==> src/rtl/oled_spi_arbiter.sv <==
// oled_spi_arbiter
//
// Two-requester arbiter and transaction sequencer for the OLED SPI byte buffer.
// Requester 0 (command/config engine) and requester 1 (pixel/draw engine) each
// present a packet of up to N bytes with per-byte D/C bits. One requester is
// granted at a time. Its packet is copied into the downstream buffer inputs
// and a start pulse is issued. The block then waits for the buffer's
// final-byte flag, holds an inter-packet chip-select gap, and reports
// completion (or timeout) to the owner.
//
// Optional feature: define OLED_ARB_ROUND_ROBIN_EN to alternate grants on
// simultaneous requests. When it is undefined, requester 0 always wins a tie.
//
// Ports
//   i_CLK               clock, rising edge
//   i_RST               asynchronous, active-high reset
//   i_REQ0 / i_REQ1     request, held until ACK
//   i_DATA0 / i_DATA1   packet bytes, byte 0 in bits [WIDTH-1:0]
//   i_DC0 / i_DC1       D/C bit per byte
//   i_LEN0 / i_LEN1     bytes to send, 0..N (larger values clamp to N)
//   i_FINAL_BYTE        buffer final-byte flag
//   o_ACK0 / o_ACK1     one-cycle pulse, packet captured
//   o_DONE0 / o_DONE1   one-cycle pulse, packet finished or aborted
//   o_ERR               one-cycle pulse alongside DONE on timeout
//   o_DATA / o_DC / o_N packet, D/C bits and byte count to the buffer
//   o_START             one-cycle start pulse to the buffer
//   o_BUSY              high in any state except IDLE
//   o_OWNER             index of current/last granted requester
module oled_spi_arbiter #(
    parameter int unsigned WIDTH      = 8,
    parameter int unsigned N          = 8,
    parameter int unsigned LENW       = 4,
    parameter int unsigned GAP_CYCLES = 2,
    parameter int unsigned TIMEOUT    = 1024
) (
    input  logic                 i_CLK,
    input  logic                 i_RST,
    input  logic                 i_REQ0,
    input  logic                 i_REQ1,
    input  logic [WIDTH*N-1:0]   i_DATA0,
    input  logic [WIDTH*N-1:0]   i_DATA1,
    input  logic [N-1:0]         i_DC0,
    input  logic [N-1:0]         i_DC1,
    input  logic [LENW-1:0]      i_LEN0,
    input  logic [LENW-1:0]      i_LEN1,
    input  logic                 i_FINAL_BYTE,
    output logic                 o_ACK0,
    output logic                 o_ACK1,
    output logic                 o_DONE0,
    output logic                 o_DONE1,
    output logic                 o_ERR,
    output logic [WIDTH*N-1:0]   o_DATA,
    output logic [N-1:0]         o_DC,
    output logic [LENW-1:0]      o_N,
    output logic                 o_START,
    output logic                 o_BUSY,
    output logic                 o_OWNER
);

    localparam int unsigned TO_W  = (TIMEOUT > 1) ? $clog2(TIMEOUT) : 1;
    localparam int unsigned GAP_W = $clog2(GAP_CYCLES + 1);

    localparam logic [TO_W-1:0]  TO_LAST  = TO_W'(TIMEOUT - 1);
    localparam logic [GAP_W-1:0] GAP_LAST = GAP_W'(GAP_CYCLES - 1);
    localparam logic [LENW-1:0]  LEN_MAX  = LENW'(N);

    typedef enum logic [1:0] {
        StIdle,
        StWait,
        StGap
    } state_e;

    state_e            state_q;
    logic [TO_W-1:0]   to_cnt_q;
    logic [GAP_W-1:0]  gap_cnt_q;
    // A zero-length packet was acknowledged; its DONE goes out next cycle.
    logic              zero_pend_q;

`ifdef OLED_ARB_ROUND_ROBIN_EN
    // Requester preferred on the next tie.
    logic              rr_ptr_q;
`endif

    // ------------------------------------------------------------------
    // Winner selection and payload mux
    // ------------------------------------------------------------------
    logic                req_any;
    logic                win;
    logic [WIDTH*N-1:0]  win_data;
    logic [N-1:0]        win_dc;
    logic [LENW-1:0]     win_len;
    logic [LENW-1:0]     win_len_clamped;

    always_comb begin
        req_any = i_REQ0 | i_REQ1;
`ifdef OLED_ARB_ROUND_ROBIN_EN
        if (i_REQ0 && i_REQ1) begin
            win = rr_ptr_q;
        end else begin
            win = ~i_REQ0;
        end
`else
        win = ~i_REQ0;
`endif
        win_data        = win ? i_DATA1 : i_DATA0;
        win_dc          = win ? i_DC1   : i_DC0;
        win_len         = win ? i_LEN1  : i_LEN0;
        win_len_clamped = (win_len > LEN_MAX) ? LEN_MAX : win_len;
    end

    // ------------------------------------------------------------------
    // Sequencer with registered outputs
    // ------------------------------------------------------------------
    always_ff @(posedge i_CLK or posedge i_RST) begin
        if (i_RST) begin
            state_q     <= StIdle;
            to_cnt_q    <= '0;
            gap_cnt_q   <= '0;
            zero_pend_q <= 1'b0;
`ifdef OLED_ARB_ROUND_ROBIN_EN
            rr_ptr_q    <= 1'b0;
`endif
            o_ACK0      <= 1'b0;
            o_ACK1      <= 1'b0;
            o_DONE0     <= 1'b0;
            o_DONE1     <= 1'b0;
            o_ERR       <= 1'b0;
            o_DATA      <= '0;
            o_DC        <= '0;
            o_N         <= '0;
            o_START     <= 1'b0;
            o_BUSY      <= 1'b0;
            o_OWNER     <= 1'b0;
        end else begin
            // Pulse outputs default low every cycle.
            o_ACK0  <= 1'b0;
            o_ACK1  <= 1'b0;
            o_DONE0 <= 1'b0;
            o_DONE1 <= 1'b0;
            o_ERR   <= 1'b0;
            o_START <= 1'b0;

            unique case (state_q)
                StIdle: begin
                    if (zero_pend_q) begin
                        // Finish the empty packet; requests wait one cycle.
                        zero_pend_q <= 1'b0;
                        o_DONE0     <= ~o_OWNER;
                        o_DONE1     <= o_OWNER;
                    end else if (req_any) begin
                        o_OWNER <= win;
                        o_ACK0  <= ~win;
                        o_ACK1  <= win;
                        o_DATA  <= win_data;
                        o_DC    <= win_dc;
                        o_N     <= win_len_clamped;
`ifdef OLED_ARB_ROUND_ROBIN_EN
                        rr_ptr_q <= ~win;
`endif
                        if (win_len == '0) begin
                            zero_pend_q <= 1'b1;
                        end else begin
                            o_START  <= 1'b1;
                            o_BUSY   <= 1'b1;
                            to_cnt_q <= '0;
                            state_q  <= StWait;
                        end
                    end
                end

                StWait: begin
                    // to_cnt_q is zero only on the first WAIT cycle, where the
                    // buffer's flag may still reflect the previous packet.
                    if ((to_cnt_q != '0) && i_FINAL_BYTE) begin
                        o_DONE0   <= ~o_OWNER;
                        o_DONE1   <= o_OWNER;
                        gap_cnt_q <= '0;
                        state_q   <= StGap;
                    end else if (to_cnt_q == TO_LAST) begin
                        o_DONE0   <= ~o_OWNER;
                        o_DONE1   <= o_OWNER;
                        o_ERR     <= 1'b1;
                        gap_cnt_q <= '0;
                        state_q   <= StGap;
                    end else begin
                        to_cnt_q <= to_cnt_q + TO_W'(1);
                    end
                end

                StGap: begin
                    if (gap_cnt_q == GAP_LAST) begin
                        o_BUSY  <= 1'b0;
                        state_q <= StIdle;
                    end else begin
                        gap_cnt_q <= gap_cnt_q + GAP_W'(1);
                    end
                end

                default: begin
                    o_BUSY  <= 1'b0;
                    state_q <= StIdle;
                end
            endcase
        end
    end

endmodule

==> config.mk <==
export PLATFORM = sky130hd
export DESIGN_NAME = oled_spi_arbiter
export DESIGN_NICKNAME = d
export VERILOG_FILES = /design/src/rtl/oled_spi_arbiter.sv
export SDC_FILE = /design/constraint.sdc
export NUM_CORES = 1
export LEC_CHECK = 0
export CORE_MARGIN = 5
export CORE_UTILIZATION = 40
export DETAILED_ROUTE_END_ITERATION = 8
export GPL_TIMING_DRIVEN = 0
export MAX_ROUTING_LAYER = met4
export PLACE_DENSITY = 0.81
export SYNTH_ARGS = -nofsm -noshare
export SYNTH_HDL_FRONTEND = slang
export SYNTH_SLANG_ARGS = --single-unit
==> constraint.sdc <==
create_clock -name i_CLK -period 4.5 [get_ports i_CLK]
set_input_delay 0.9 -clock i_CLK [delete_from_list [all_inputs] [get_ports i_CLK]]
set_output_delay 0.9 -clock i_CLK [all_outputs]
set_load 0.01 [all_outputs]
After elaboration in Yosys (flattened, before gate mapping)
Index checks and enable logic that the tools add are counted.

cells by class
  $mul = 0
  equal/unequal tests = 12
  reduce and logical (&&, ||, !) cells = 11
  div/mod/pow operators = 0
  bitwise logic cells = 5
  mux-type cells = 50
  add/subtract/negate cells = 2
  order comparisons = 1
  shift operators = 0

operators with widths
  operator                                               number
  2-to-1 mux 64 bit                                      1
  2-to-1 mux 10 bit                                      5
  2-to-1 mux 1 bit                                       26
  case mux 10 bit (2 select lines)                       1
  2-to-1 mux 2 bit                                       9
  inequality test 2 bit (second input constant)          7
  adder 10 x 1 -> 10 bit (second input constant)         1
  == test 10 bit (second input constant)                 1
  AND reduction 5 bit                                    2
  nonzero test 10 bit                                    1
  2-to-1 mux 4 bit                                       2
  2-to-1 mux 8 bit                                       1
  case mux 2 bit (3 select lines)                        1
  AND reduction 3 bit                                    2
  AND reduction 6 bit                                    1
  == test 2 x 1 -> 1 bit (second input constant)         2
  greater-than comparator 4 bit (second input constant)  1
  zero test 4 bit                                        1
  inverter 1 bit                                         4
  case mux 1 bit (2 select lines)                        2
  case mux 2 bit (2 select lines)                        1
  nonzero test 2 bit                                     2
  inequality test 3 bit (second input constant)          1
  case mux 1 bit (3 select lines)                        1
  other kinds (5)                                        5

storage, ports and cells
  word-level logic and storage cells = 96
  input bits = 157
  memory bits (writable) = 0
  memory bits (read-only) = 0
  bits in latches = 0
  memories = 0
  bits in registers = 99

Logic depth before layout (Yosys ltp)
Gate-level depths: netlist (run 1).

  depth in word-level cells = 6
  depth in mapped cells = 9
  depth with buffers taken out = 7

Worst setup path before layout (run 1)
Ideal clock, no wire load.

  kind = reg2reg
  start = register to_cnt_q[0]
  end = register to_cnt_q[2]
  buffers on the path = 2
  slack = 1.902 ns
  stages on the path, launching flop included = 10
  data arrival time = 2.475 ns
  path through = dfrtp_1 -> inv_1 -> ha_1 -> or4b_4 -> o41a_1 -> or3_1 -> buf_6 -> and2_4 -> buf_6 -> a211o_1

between the ends
  cells in the longest elaborated chain, start to end = 4
  elaborated cells between the ends (all ways) = 10

RTL lines
  element                                                                         RTL line  text
  from (decl)                                                                     74        logic [TO_W-1:0] to_cnt_q;
  from (signal assigned)                                                          186       to_cnt_q <= to_cnt_q + TO_W'(1);
  adder 10 x 1 -> 10 bit / nonzero test 10 bit (equally long branches)            186, 174
  2-to-1 mux 10 bit / logical AND 1 bit (equally long branches)                   179, 174
  2-to-1 mux 10 bit / inequality test 2 bit (equally long branches)               --
  case mux 10 bit (2 select lines) / AND reduction 6 bit (equally long branches)  --

Several ways; a longest one is shown, not always the timed one. The select of a mux whose other input is x is not followed.
A chain may end at the register's enable or synchronous reset.

Worst setup path in the final report (run 1)
  start = input port i_REQ0
  end = register o_DATA[21]

between the ends
  cells in the longest elaborated chain, start to end = 2
  elaborated cells between the ends (all ways) = 3

RTL lines
  element                               RTL line  text
  from (decl)                           38        input logic i_REQ0,
  OR 1 bit                              95        req_any = i_REQ0 | i_REQ1;
  AND reduction 3 bit (no source line)  --
  to (signal assigned)                  154       o_DATA <= win_data;
  to (decl)                             52        output logic [WIDTH*N-1:0] o_DATA,

Several ways; a longest one is shown, not always the timed one.

==> results of run 1 <==
layer usage:
metal / share of wire [%] / GRT usage (%)
met5: 0 / -
met4: 1.7 / 5.44
met3: 7.2 / 6.88
met2: 50 / 36.0
met1: 41 / 24.6
final cells by class:
class | count | area share (%)
sequential | 99 | 32.8
clock buffer | 12 | 3.39
multi-input combinational | 317 | 26.3
timing repair buffer | 241 | 32.2
tap | 143 | 2.37
clock inverter | 4 | 0.960
buffer | 30 | 1.69
inverter | 7 | 0.381
worst paths after layout:
check | depth (start not counted) | slack, ns | from | end
min reg2reg | 2 | 0.48 | o_N[0] | o_N[0]
max | 6 | 1.15 | i_REQ0 | o_DATA[21]
max reg2reg | 9 | 1.71 | to_cnt_q[0] | to_cnt_q[2]
min in group asynchronous | 2 | 0.93 | i_RST | o_DATA[37]
max in group asynchronous | 3 | 2.91 | i_RST | o_DATA[13]
min | 2 | 0.48 | o_N[0] | o_N[0]
logic make-up (layout without fill, tap and decap cells):
family                     after synthesis  count (layout)  synth area share (%)
and+or+nand+nor                        126             126                  11.9
DFF                                     99              99                  53.7
AOI/OAI and AO/OA                      111             111                  13.5
muxes                                   77              77                  16.7
adders and majority gates                3               3                 0.813
buffers and inverters                   37             294                  3.33
per-stage QoR:
| stage | TNS (ns) | hold slack (ns) |
|---|---|---|
| after floorplan | 0 | 0.487 |
| after global placement | -37.79 | 0.461 |
| after detailed placement | 0 | 0.470 |
| after CTS | 0 | 0.484 |
| after global routing | 0 | 0.503 |
| final | 0 | 0.480 |
registers in the layout, summed over array words and instances (netlist names), 2 cells and up:
name,cells
gap_cnt_q,2
to_cnt_q,10
o_DC,8
state_q,2
o_N,4
o_DATA,64
power groups by stage:
stage / clock (mW) / combinational (mW) / sequential [mW]
after floorplan: 0 / 0.728 / 1.68
after global placement: 0 / 2.00 / 1.51
after detailed placement: 0 / 2.05 / 1.53
after CTS: 0.852 / 2.06 / 1.52
after global routing: 0.888 / 2.24 / 1.57
final: 0.835 / 2.03 / 1.52
Yosys cell counts:
| master | n | share of area [%] |
|---|---|---|
| a32o_1 | 1 | 0.22 |
| nand2b_1 | 1 | 0.14 |
| or4b_4 | 1 | 0.30 |
| a2111oi_0 | 2 | 0.38 |
| o21ai_1 | 1 | 0.11 |
| o21ai_0 | 86 | 9.3 |
| nand3_1 | 10 | 1.1 |
| or3_1 | 4 | 0.54 |
| clkbuf_1 | 21 | 1.7 |
| nor3_1 | 4 | 0.43 |
| a211o_1 | 1 | 0.19 |
| o22a_2 | 2 | 0.43 |
| o211ai_1 | 1 | 0.16 |
| o21a_1 | 1 | 0.16 |
| a31oi_1 | 1 | 0.14 |
| and2_1 | 1 | 0.14 |
| ha_1 | 3 | 0.81 |
| nor3b_1 | 3 | 0.49 |
| mux2i_1 | 76 | 16 |
| nand2_1 | 87 | 7.1 |
| o41ai_1 | 1 | 0.19 |
| nor2_1 | 7 | 0.57 |
| a21o_2 | 2 | 0.38 |
| a21oi_1 | 4 | 0.43 |
| dfrtp_1 | 99 | 54 |
| buf_1 | 7 | 0.57 |
| nor2b_1 | 1 | 0.14 |
| inv_1 | 7 | 0.57 |
| and3_2 | 1 | 0.16 |
| buf_6 | 2 | 0.49 |
| and2_4 | 1 | 0.19 |
| and3_1 | 5 | 0.68 |
| o31ai_1 | 5 | 0.81 |
| a21o_1 | 1 | 0.16 |
| o311ai_0 | 1 | 0.19 |
| mux2_2 | 1 | 0.24 |
| o41a_1 | 1 | 0.24 |
worst max-delay path, stage by stage:
cell	delay (ns)
clkdlybuf4s50_1	0.47
clkbuf_1	0.50
buf_1	0.59
buf_1	0.71
mux2i_1	0.27
o21ai_0	0.10
==> results.txt, run 1 <==
# DRC -> 0
Post-Place Cells -> 837
Most frequent cells in the layout -> clkdlybuf4s50_1, dfrtp_1, nand2_1
TritonRoute pass-1 iters -> 4
Fillers -> 923
Die Height -> 117 µm
Placer Congestion -> 0.880
Crit start category -> primary input
Count of different cell masters after synthesis -> 37
NumNets Final -> 865
Total grt overflow -> 0
Flop pwr share -> 34.7%
Remaining antenna violation count -> 0
Register Area -> 2480 µm²
Largest net degree at the start of global routing -> 64
Placed inst area -> 7230 µm²
Initial DRC count -> 162
Critical path class -> in2reg
Clock share of power -> 19.0%
H-Tree Depth -> 3
Logic pwr share -> 46.3%
Final instance area -> 7560 µm²
Clock buffer depth -> 2
Final Hold Vio Count -> 0
Warnings from Yosys -> 0
Fmax -> 299 MHz
Total global-route track usage -> 21.3%
Vias in the first global route -> 4552
Required time worst endpoint -> 4.70 ns
Synthesized area per cell -> 10.2 µm²
Post-CTS setup buffer count -> 0
Int Pwr -> 2.85 mW
Drt total wl -> 14.4 mm
Post-Route Utilization -> 66.5%
CTS resizes -> 0
Setup crit end kind -> flop
Commonest non-fill, non-tap cell in the layout -> clkdlybuf4s50_1
Critical path arrival -> 3.55 ns
Status -> finished clean
IO Count -> 241
Final setup fails -> 0
Pre-CTS setup slack -> 0.752 ns
Overall power -> 4.39 mW
Clock transition at path regs -> 0.06 ns
Hold WC Path Type -> reg2reg
PortBufs -> 240
DR WL/cell -> 16.9 µm
Slew Viols, Final -> 0
Total clock sinks -> 99
Starting Density -> 40.6%
Final worst-path setup slack -> 1.15 ns
Register area share after synthesis -> 53.7%
Slew margin rel. -> 43.6%
Core area -> 11400 µm²
Cts bufs inserted -> 9
Share of cells above drive strength 1 -> 3.80%
Antenna violations before repair -> 0
VDD IR max -> 0.391 mV
Cell Pwr Density -> 581 nW/µm²
Leak -> 3.36 nW
Syn-to-layout area delta -> 63.7%
Seq cells post-synth -> 99
Insertion delay to the later sink of the worst-skew pair -> 0.34 ns
Area of the multi-input gates -> 1980 µm²
Fin crit share -> 74.4%
Global-route wire length before repair -> 23.3 mm
Worst Path Max Fanout -> 10
Switching Power -> 1.53 mW
Hold_buf cts -> 0
Vias per cell -> 5.04
DP HPWL -> 11.6 mm
Vias -> 4297
DIE AREA -> 13800 µm²
CTS tree -> done
Finished Layout Cells -> 853
Row count -> 39
Width of the die -> 117 µm
Clock root buffer -> clkbuf_16
Antenna cells -> 0
Max_cap viols -> 0
Slew of the pin with the lowest slew margin -> 0.841 ns
Period minus WS final -> 3.35 ns
Mapped Cells -> 453
Sw Ratio -> 35.0%
Syn_nets -> 613
RSZ-0062 raised after global routing -> false
Syn Std Cell Area -> 4620 µm²
Clock Skew -> 0.00714 ns
Power figures use the tool's default switching activity.
==> run 2: changes to the inputs <==
--- a/config.mk
+++ b/config.mk
@@ -6,11 +6,11 @@
 export NUM_CORES = 1
 export LEC_CHECK = 0
 export CORE_MARGIN = 5
-export CORE_UTILIZATION = 40
+export CORE_UTILIZATION = 36
 export DETAILED_ROUTE_END_ITERATION = 8
 export GPL_TIMING_DRIVEN = 0
 export MAX_ROUTING_LAYER = met4
-export PLACE_DENSITY = 0.81
+export PLACE_DENSITY = 0.77
 export SYNTH_ARGS = -nofsm -noshare
 export SYNTH_HDL_FRONTEND = slang
 export SYNTH_SLANG_ARGS = --single-unit
==> constraint.sdc (replaced) <==
create_clock -name i_CLK -period 2.85 [get_ports i_CLK]
set_input_delay 0.57 -clock i_CLK [delete_from_list [all_inputs] [get_ports i_CLK]]
set_output_delay 0.57 -clock i_CLK [all_outputs]
set_load 0.01 [all_outputs]
==> run 2 against run 1 <==
Net effect:
- clock power is 53% higher
- combinational power is 60% higher
- critical path depth is 3 higher
- final area is 0.88% higher
- hold slack worse by 0.0028 ns
- final cell count is 3.6% higher
- critical endpoint is now to_cnt_q[2]
==> results.txt, run 2 (same netlist as run 1, synthesis figures left out) <==
Worst path cell trace -> inv_1, ha_1, or4b_4, o41a_1, or3_1, buf_6, and2_4, buf_6, a211o_1
Worst r2r src -> to_cnt_q[0]
Clock Skew -> 0.00676 ns (-0.000382 ns)
Hold WC Path Type -> reg2reg
Row count -> 41 (+5.1%)
Total clock sinks -> 99 (unchanged)
# DRC -> 0 (unchanged)
PortBufs -> 240 (unchanged)
Most used cell, CP -> buf_6
IO Count -> 241 (unchanged)
Crit start category -> flop
Commonest non-fill, non-tap cell in the layout -> clkdlybuf4s50_1
DIE AREA -> 15200 µm² (+10%)
Worst hold start -> o_DATA[45]
Worst hold stages -> 2 (unchanged)
Slew of the pin with the lowest slew margin -> 0.764 ns (-0.0772 ns)
Critical path arrival -> 2.95 ns (-0.60 ns)
Drt total wl -> 14.9 mm (+3.5%)
Worst Path Max Fanout -> 8 (-2)
Slew margin rel. -> 49.1% (+5.5 points)
Largest stage delay, worst path -> 0.47 ns (-0.24 ns)
Starting Density -> 36.6% (-4.0 points)
Overall power -> 6.91 mW (+57%)
Post-CTS setup buffer count -> 0 (unchanged)
Placer Congestion -> 0.856 (-2.7%)
Fillers -> 1087 (+18%)
Total grt overflow -> 0 (unchanged)
Met1 WL -> 5.70 mm (-3.6%)
Clock buffer depth -> 2 (unchanged)
Syn-to-layout area delta -> 65.1%
Final setup fails -> 0 (unchanged)
Area of the multi-input gates -> 1990 µm² (+0.19%)
Final Hold Vio Count -> 0 (unchanged)
Antenna violations before repair -> 0 (unchanged)
Setup crit end kind -> flop
Period minus WS final -> 2.72 ns
Highest routed layer -> met4
Critical path class -> reg2reg
Placed inst area -> 7300 µm² (+0.97%)
DR WL/cell -> 16.9 µm (-0.16%)
Post-Place Cells -> 868 (+3.7%)
Largest register by flop count -> o_DATA
Vias per cell -> 4.93 (-2.2%)
R2r endpoint -> to_cnt_q[2]
Clock root buffer -> clkbuf_16
Total global-route track usage -> 20.6% (-0.72 points)
Cell Pwr Density -> 906 nW/µm² (+56%)
Hold worst-path end -> o_DATA[45]
Slew Viols, Final -> 0 (unchanged)
H-Tree Depth -> 3 (unchanged)
Pre-CTS setup slack -> -0.754 ns (-1.51 ns)
Share of cells above drive strength 1 -> 4.63% (+0.83 points)
Leak -> 3.37 nW (+0.45%)
Worst path slowest cell -> or4b_4
Max_cap viols -> 0 (unchanged)
R2R cell count -> 9 (unchanged)
Largest net degree at the start of global routing -> 29 (-55%)
Vias in the first global route -> 4635 (+1.8%)
Top flop regs -> o_DATA x64, to_cnt_q x10, o_DC x8
Antenna cells -> 0 (unchanged)
Fin crit share -> 95.5%
Finished Layout Cells -> 884 (+3.6%)
Most frequent cells in the layout -> clkdlybuf4s50_1, dfrtp_1, nand2_1
Status -> finished clean
Final worst-path setup slack -> 0.128 ns (-1.02 ns)
RSZ-0062 raised after global routing -> false
DP HPWL -> 12.1 mm (+4.0%)
Fmax -> 367 MHz
CTS tree -> done
Insertion delay to the later sink of the worst-skew pair -> 0.35 ns (about the same)
Cts bufs inserted -> 9 (unchanged)
Global-route wire length before repair -> 23.2 mm (-0.36%)
Remaining antenna violation count -> 0 (unchanged)
NumNets Final -> 867 (+0.23%)
Final instance area -> 7620 µm² (+0.88%)
VDD IR max -> 0.378 mV (-3.3%)
Width of the die -> 123 µm (+4.9%)
Register Area -> 2480 µm² (unchanged)
Die Height -> 123 µm (+4.9%)
WL met2 -> 7.62 mm (+5.6%)
WL met3 -> 1.14 mm (+9.5%)
Max reg flops -> 64 (unchanged)
R2R Setup Slk -> 0.13 ns (-1.58 ns)
Clock transition at path regs -> 0.07 ns (about the same)
Initial DRC count -> 155 (-4.3%)
TritonRoute pass-1 iters -> 6 (+2)
Required time worst endpoint -> 3.08 ns (-1.62 ns)
Vias -> 4354 (+1.3%)
Core area -> 12600 µm² (+11%)
==> run 2: area by class of cell <==
cell class / count / area share (%)
flip-flops and latches: 99 / 32.5
multi-input cells: 317 / 26.1
well taps: 172 / 2.82
inverters: 7 / 0.394
plain buffers: 30 / 1.82
clock buffers: 11 / 3.05
repair buffers: 243 / 32.3
clock inverters: 5 / 1.02
==> run 2: worst max-delay path, delay by kind of cell (launching register included) <==
family | cells | cell delay (ns)
AND/OR/NAND/NOR | 3 | 1.00
flip-flops | 1 | 0.42
adder cells (fa/ha/maj) | 1 | 0.15
AO/OA/AOI/OAI | 2 | 0.68
buffers and inverters | 3 | 0.35
==> run 2: worst max-delay path by stage <==
stage | start | cells past startpoint | slack (ns) | to
after floorplan | to_cnt_q[0] | 9 | 0.25 | to_cnt_q[2]
after global placement | i_REQ0 | 6 | -0.69 | o_DATA[14]
after detailed placement | i_REQ0 | 6 | -0.75 | o_DATA[13]
after CTS | i_REQ0 | 6 | 0.06 | o_DATA[24]
after global routing | to_cnt_q[0] | 9 | 0.02 | to_cnt_q[2]
final | to_cnt_q[0] | 9 | 0.13 | to_cnt_q[2]
==> run 2: timing repair <==
action / CTS / global route
hold buffers: 0 / 0
setup endpoints to repair: 39 / 37
hold endpoints to repair: 0 / 0
resized for setup: 4 / 3
pin swaps: 0 / 1
==> run 2: per-layer routing <==
layer,global-route usage [%],vias to the layer above
met5,-,-
met1,22.5,2062
li1,-,2090
met4,9.20,0
met2,35.4,172
met3,5.31,30
==> run 2: power breakdown <==
part	switching, mW	internal, mW	total, mW
logic	1.59	1.65	3.24
clock network	0.518	0.767	1.28
registers	0.340	2.04	2.38
==> run 2: stage by stage <==
stage | hold WS [ns] | TNS, ns | utilization (%)
2_1_floorplan | 0.487 | 0 | -
3_3_place_gp | 0.460 | -26.71 | 57.3
3_5_place_dp | 0.469 | -29.57 | 57.8
4_1_cts | 0.484 | 0 | 60.4
5_1_grt | 0.498 | 0 | 60.4
6_report | 0.477 | 0 | 60.4
